`config.mk`:
```
export PLATFORM = sky130hd
export DESIGN_NAME = apb_req_arbiter
export DESIGN_NICKNAME = d
export VERILOG_FILES = /design/src/rtl/apb_req_arbiter_pkg.sv /design/src/rtl/apb_rr_picker.sv /design/src/rtl/apb_req_arbiter.sv
export SDC_FILE = /design/constraint.sdc
export NUM_CORES = 1
export LEC_CHECK = 0
export ABC_AREA = 1
export CAP_MARGIN = 30
export CORE_AREA = 2 2 171 173
export DETAILED_ROUTE_END_ITERATION = 8
export DIE_AREA = 0 0 173 175
export GPL_ROUTABILITY_DRIVEN = 0
export SLEW_MARGIN = 20
export SYNTH_ARGS = -nofsm -noshare
export SYNTH_HDL_FRONTEND = slang
export SYNTH_SLANG_ARGS = --single-unit
export TNS_END_PERCENT = 5
```
`constraint.sdc`:
```
create_clock -name PCLK -period 1.95 [get_ports PCLK]
set_clock_uncertainty 0.2 [all_clocks]
set_input_delay 0.39 -clock PCLK [delete_from_list [all_inputs] [get_ports PCLK]]
set_output_delay 0.39 -clock PCLK [all_outputs]
set_load 0.01 [all_outputs]
```
`src/rtl/apb_req_arbiter_pkg.sv`:
```
// Shared types and defaults for the APB request arbiter.
package apb_req_arbiter_pkg;

  localparam int ARB_NUM_REQ_DEF = 4;
  localparam int ARB_TIMEOUT_DEF = 256;

  typedef enum logic [1:0] {
    ARB_IDLE,
    ARB_GRANT,
    ARB_WAIT_RESP,
    ARB_RELEASE
  } arb_states_e;

  // Request packet as presented at the head of each NI request FIFO.
  typedef struct packed {
    logic [31:0] addr;
    logic [31:0] wdata;
    logic [3:0]  strb;
    logic        write;
  } req_packet_s;

  // Response packet pushed by the manager into the granted response FIFO.
  typedef struct packed {
    logic [31:0] rdata;
    logic        slverr;
  } resp_packet_s;

endpackage

```
`src/rtl/apb_rr_picker.sv`:
```
// Rotating-priority encoder: returns the first set request at or after ptr_i,
// wrapping modulo NUM_REQ.
module apb_rr_picker #(
  parameter  int NUM_REQ = 4,
  localparam int IDX_W   = $clog2(NUM_REQ)
) (
  input  logic [NUM_REQ-1:0] req_i,
  input  logic [IDX_W-1:0]   ptr_i,
  output logic               valid_o,
  output logic [IDX_W-1:0]   idx_o
);

  logic [IDX_W:0] pos;

  // Scan offsets from highest to lowest so the smallest offset from ptr_i wins.
  always_comb begin
    valid_o = 1'b0;
    idx_o   = '0;
    pos     = '0;
    for (int k = NUM_REQ - 1; k >= 0; k--) begin
      pos = {1'b0, ptr_i} + (IDX_W + 1)'(k);
      if (pos >= (IDX_W + 1)'(NUM_REQ)) begin
        pos = pos - (IDX_W + 1)'(NUM_REQ);
      end
      if (req_i[pos[IDX_W-1:0]]) begin
        valid_o = 1'b1;
        idx_o   = pos[IDX_W-1:0];
      end
    end
  end

endmodule

```
`src/rtl/apb_req_arbiter.sv`:
```
// Round-robin arbiter sharing one APB manager among NUM_REQ NI FIFO pairs.
// The grant is held from the request pop until the response push, or until
// the wait counter expires (e.g. slave error with no response pushed).
module apb_req_arbiter
  import apb_req_arbiter_pkg::*;
#(
  parameter  int NUM_REQ     = ARB_NUM_REQ_DEF,
  parameter  int TIMEOUT_CYC = ARB_TIMEOUT_DEF,
  localparam int IDX_W       = $clog2(NUM_REQ)
) (
  input  logic               PCLK,
  input  logic               PRESET,
  input  logic [NUM_REQ-1:0] req_fifo_empty,
  input  req_packet_s        req_fifo_data [NUM_REQ],
  output logic [NUM_REQ-1:0] req_fifo_rreq,
  input  logic [NUM_REQ-1:0] resp_fifo_full,
  output logic [NUM_REQ-1:0] resp_fifo_wreq,
  output resp_packet_s       resp_fifo_data,
  output req_packet_s        mgr_trans_pkt,
  output logic               mgr_fifo_empty,
  output logic               mgr_fifo_full,
  input  logic               mgr_fifo_rreq,
  input  resp_packet_s       mgr_resp_pkt,
  input  logic               mgr_fifo_wreq,
  output logic [IDX_W-1:0]   grant_id,
  output logic               busy,
  output logic               timeout_err
);

  localparam int TMO_W = $clog2(TIMEOUT_CYC);

  arb_states_e      state_q, state_d;
  logic [IDX_W-1:0] grant_q, grant_d;
  logic [IDX_W-1:0] rr_ptr_q, rr_ptr_d;
  logic [TMO_W-1:0] tmo_cnt_q, tmo_cnt_d;
  logic             timeout_err_q, timeout_err_d;

  logic             pick_valid;
  logic [IDX_W-1:0] pick_idx;

  apb_rr_picker #(.NUM_REQ(NUM_REQ)) u_picker (
    .req_i   (~req_fifo_empty),
    .ptr_i   (rr_ptr_q),
    .valid_o (pick_valid),
    .idx_o   (pick_idx)
  );

  // State, grant, pointer and timeout registers.
  always_ff @(posedge PCLK or posedge PRESET) begin
    if (PRESET) begin
      state_q       <= ARB_IDLE;
      grant_q       <= '0;
      rr_ptr_q      <= '0;
      tmo_cnt_q     <= '0;
      timeout_err_q <= 1'b0;
    end else begin
      state_q       <= state_d;
      grant_q       <= grant_d;
      rr_ptr_q      <= rr_ptr_d;
      tmo_cnt_q     <= tmo_cnt_d;
      timeout_err_q <= timeout_err_d;
    end
  end

  // Next-state logic and FIFO strobes; strobes are purely combinational on
  // state so an asynchronous reset removes them in the same cycle.
  always_comb begin
    state_d        = state_q;
    grant_d        = grant_q;
    rr_ptr_d       = rr_ptr_q;
    tmo_cnt_d      = tmo_cnt_q;
    timeout_err_d  = 1'b0;
    req_fifo_rreq  = '0;
    resp_fifo_wreq = '0;
    resp_fifo_data = '0;
    mgr_fifo_empty = 1'b1;
    mgr_fifo_full  = 1'b0;

    case (state_q)
      ARB_IDLE: begin
        if (pick_valid) begin
          grant_d = pick_idx;
          state_d = ARB_GRANT;
        end
      end
      ARB_GRANT: begin
        mgr_fifo_empty = 1'b0;
        if (mgr_fifo_rreq) begin
          req_fifo_rreq[grant_q] = 1'b1;
          state_d                = ARB_WAIT_RESP;
        end
      end
      ARB_WAIT_RESP: begin
        mgr_fifo_full = resp_fifo_full[grant_q];
        if (mgr_fifo_wreq) begin
          // A push on the terminal-count cycle takes priority over timeout.
          resp_fifo_wreq[grant_q] = 1'b1;
          resp_fifo_data          = mgr_resp_pkt;
          state_d                 = ARB_RELEASE;
        end else if (tmo_cnt_q == TMO_W'(TIMEOUT_CYC - 1)) begin
          timeout_err_d = 1'b1;
          state_d       = ARB_RELEASE;
        end else begin
          tmo_cnt_d = tmo_cnt_q + 1'b1;
        end
      end
      ARB_RELEASE: begin
        rr_ptr_d  = (grant_q == IDX_W'(NUM_REQ - 1)) ? '0 : grant_q + 1'b1;
        tmo_cnt_d = '0;
        state_d   = ARB_IDLE;
      end
      default: state_d = ARB_IDLE;
    endcase
  end

  assign mgr_trans_pkt = req_fifo_data[grant_q];
  assign grant_id      = grant_q;
  assign busy          = (state_q != ARB_IDLE);
  assign timeout_err   = timeout_err_q;

endmodule

```
==> impl_metrics.py <==
metrics = {
    "flow_run": {
        "max_cap_viol_count": 0,
    },
    "sta": {
        "fin_tns_setup_ns": -18.95,
        "worst_slack_ns": -0.392,
        "hold_violations": 0,
        "timing.hold.ws_ns": 0.223,
        "drv_slew": 0,
        "fin_crit_ns": 2.34,
        "slew_headroom": 0.728,
        "rsz0062_at_grt": "yes",
        "setup_violations": 82,
        "tightestPinTransition_ns": 0.407,
        "layout_worst_path_cycle_share": 1.20,
        "max_freq_ghz": 0.427,
    },
    "pwr": {
        "swShare": 0.507,
        "combPwrFrac": 0.897,
        "irDropWorstVdd_v": 0.000670,
        "p_switching_uw": 5050,
        "power.share.clock": 0.041,
        "p_leak_uw": 0.00387,
        "power_density_nw_per_um2": 1130,
        "intPower_uw": 4910,
        "seq_power_share": 0.063,
    },
    "routing": {
        "wl_met1_um": 10600,
        "postRouteAntennaNets": 0,
        "wl_met2_um": 12100,
        "wl_per_cell_um": 16.4,
        "vias": 6223,
        "top_layer_used": "met4",
        "wl_met3_um": 1370,
        "drt-total-wl_um": 24600,
        "drc": 0,
        "drtPass1Iterations": 5,
        "drt-initial-drc-count": 270,
        "viasPerCell": 4.16,
    },
    "synth": {
        "synth_edf_count": 0,
        "yosysUniqueCellTypes": 34,
        "yosysSeqAreaShare": 0.111,
        "synth_top_area_cell": "o21ai_0",
        "synth_fp_nets": 979,
        "synthesis.area_um2": 3390,
        "synth_top_area_share": 0.212,
        "synthCells": 648,
        "async_flop_share": 1.00,
        "ys_ff_latch": 15,
        "synth_ff_type": "dfrtp_1",
        "synthTopCellsByCount": "nor2_1, o21ai_0, o22ai_1, inv_1, nand2_1",
        "yosys_warnings": 0,
        "ys_top_cells_by_area": "o21ai_0, nor2_1, o22ai_1, dfrtp_1, inv_1",
        "syn_area_per_cell_um2": 5.23,
        "synth_most_common_cell": "nor2_1",
    },
    "setup_path": {
        "worstPathMaxFanout": 15,
        "startpoint_type": "register",
        "arrival_ns": 1.75,
        "cpPeakStageDelay_ns": 0.53,
        "crit_chain": "clkinv_8 -> buf_4 -> buf_12 -> o21ai_2 -> o22ai_1 -> dlygate4sd2_1",
        "critPathRequiredTime_ns": 1.36,
        "cp-end-kind": "output pin",
        "cp_slowest_cell": "dfrtp_4",
        "cp_top_family": "buffers and inverters",
        "timing.setup.critical_path_class": "reg -> out",
        "critPathBufInv": 4,
    },
    "die": {
        "die_x_um": 173,
        "initial_core_util": 0.119,
        "fp-row-count": 62,
        "dieHeight_um": 175,
        "io_pins": 437,
        "die-area_um2": 30300,
        "core_um2": 28400,
    },
    "layout": {
        "drive_gt1_frac": 0.263,
        "instances_no_fill": 1497,
        "area_delta_synth_final_pct": 160,
        "nNetsFinal": 1440,
    },
    "clock_tree": {
        "clockBufferDepth": 2,
        "cts-root-buf": "clkbuf_16",
        "path_clk_slew_ns": 0.05,
        "cts_tree": "done",
        "clkLatencyLatePin_ns": 0.25,
        "cts_made_buffers": 3,
        "holdBufCountCts": 0,
        "h-tree-depth": 1,
        "clock_sinks": 15,
    },
    "placement": {
        "io_buffers": 436,
        "dpl_worst_slack_ns": -0.912,
        "placed_cells_incl_taps": 1470,
        "hpwl_um": 19300,
    },
    "global_route": {
        "grt_pass1_wl_um": 35800,
        "grt_max_degree": 38,
        "grt_pass1_vias": 5988,
        "overflow": 0,
        "grtUsageTotal": 0.150,
        "antenna_found_initial": 5,
    },
    "status": {
        "outcome": "complete, but fails checks",
        "violations": "negative setup slack",
    },
    "min_path": {
        "hold_class": "in -> async",
    },
}
area by class of cell:
type | count | area, µm²
fillers | 3093 | 19600
repair buffers | 508 | 4780
multi-input cells | 519 | 2840
well taps | 384 | 480
flip-flops and latches | 15 | 380
inverters | 62 | 263
clock buffers | 3 | 75.1
diodes | 5 | 12.5
clock inverters | 1 | 5.00
routing by layer:
layer  track usage  up-vias
met4        0.0441        0
li1              -     3097
met2         0.258      267
met1         0.192     2826
met3        0.0242       33
met5             0        -
per-stage QoR:
stage / power (µW) / cell area, µm² / util
2_1_floorplan: 4380 / 3390 / -
3_3_place_gp: 8970 / 8570 / 0.302
3_5_place_dp: 8990 / 8570 / 0.302
4_1_cts: 9550 / 8610 / 0.303
5_1_grt: 10800 / 8830 / 0.311
6_report: 9960 / 8830 / 0.311
path summary, 6_finish.rpt:
check / startpoint / to / slack (ns) / cells after the start
min reg2reg: tmo_cnt_q[1] / tmo_cnt_q[1] / 0.32 / 2
min in group PCLK: tmo_cnt_q[1] / tmo_cnt_q[1] / 0.32 / 2
min: PRESET / state_q[1] / 0.22 / 2
max: grant_id[0] / mgr_trans_pkt[18] / -0.39 / 6
max in group asynchronous: PRESET / tmo_cnt_q[5] / 0.88 / 3
max reg2reg: state_q[0] / tmo_cnt_q[5] / 0.15 / 10
cells in the final DEF (no fill, tap or decap), types with 6 or more instances in the layout:
cell,Yosys,layout
buf_2,18,98
nor2_2,3,22
ha_1,10,8
inv_1,59,53
o22ai_1,70,65
buf_6,1,9
clkbuf_2,3,7
nand2_1,58,57
nand3_1,14,14
o21ai_0,144,49
nand2_2,6,6
dfrtp_1,15,13
clkdlybuf4s15_2,0,6
buf_12,1,20
clkdlybuf4s50_1,0,320
buf_4,2,36
nor2_1,192,170
o21ai_2,3,44
o21ai_1,1,53
worst reg2reg max path: stages (launching register included):
cell and delay, ns:
dfrtp_1 0.38, inv_2 0.08, ha_4 0.16, inv_1 0.13
buf_4 0.17, nor2_1 0.10, nand2_2 0.10, o21ai_4 0.14
inv_8 0.09, nand2_1 0.09, o21ai_2 0.05
sequential cells by signal, indices dropped and copies added (netlist names):
signal / cells
grant_id: 2
state_q: 2
rr_ptr_q: 2
timeout_err: 1
tmo_cnt_q: 8
power by group through the flow:
stage               sequential, µW  combinational, µW  clock (µW)
floorplan                      526               3850           0
global placement               586               8390           0
detailed placement             592               8400           0
CTS                            632               8510         415
global route                   647               9680         435
finish                         623               8940         405
cell families after synthesis:
kind of cell,after synthesis,share of synthesized area
compound gates,223,0.362
fa+ha+maj,10,0.0369
xor+xnor,2,0.00517
buf+inv,114,0.146
flops,15,0.111
simple gates,284,0.339
what timing repair did:
item                       4_1_cts  5_1_grt
setup buffers                    6       11
setup endpoints to repair      115      113
pin swaps                       30       20
cloned                           5        0
gates resized for setup        535      128
Note: power is estimated with default switching activity, not from simulation.
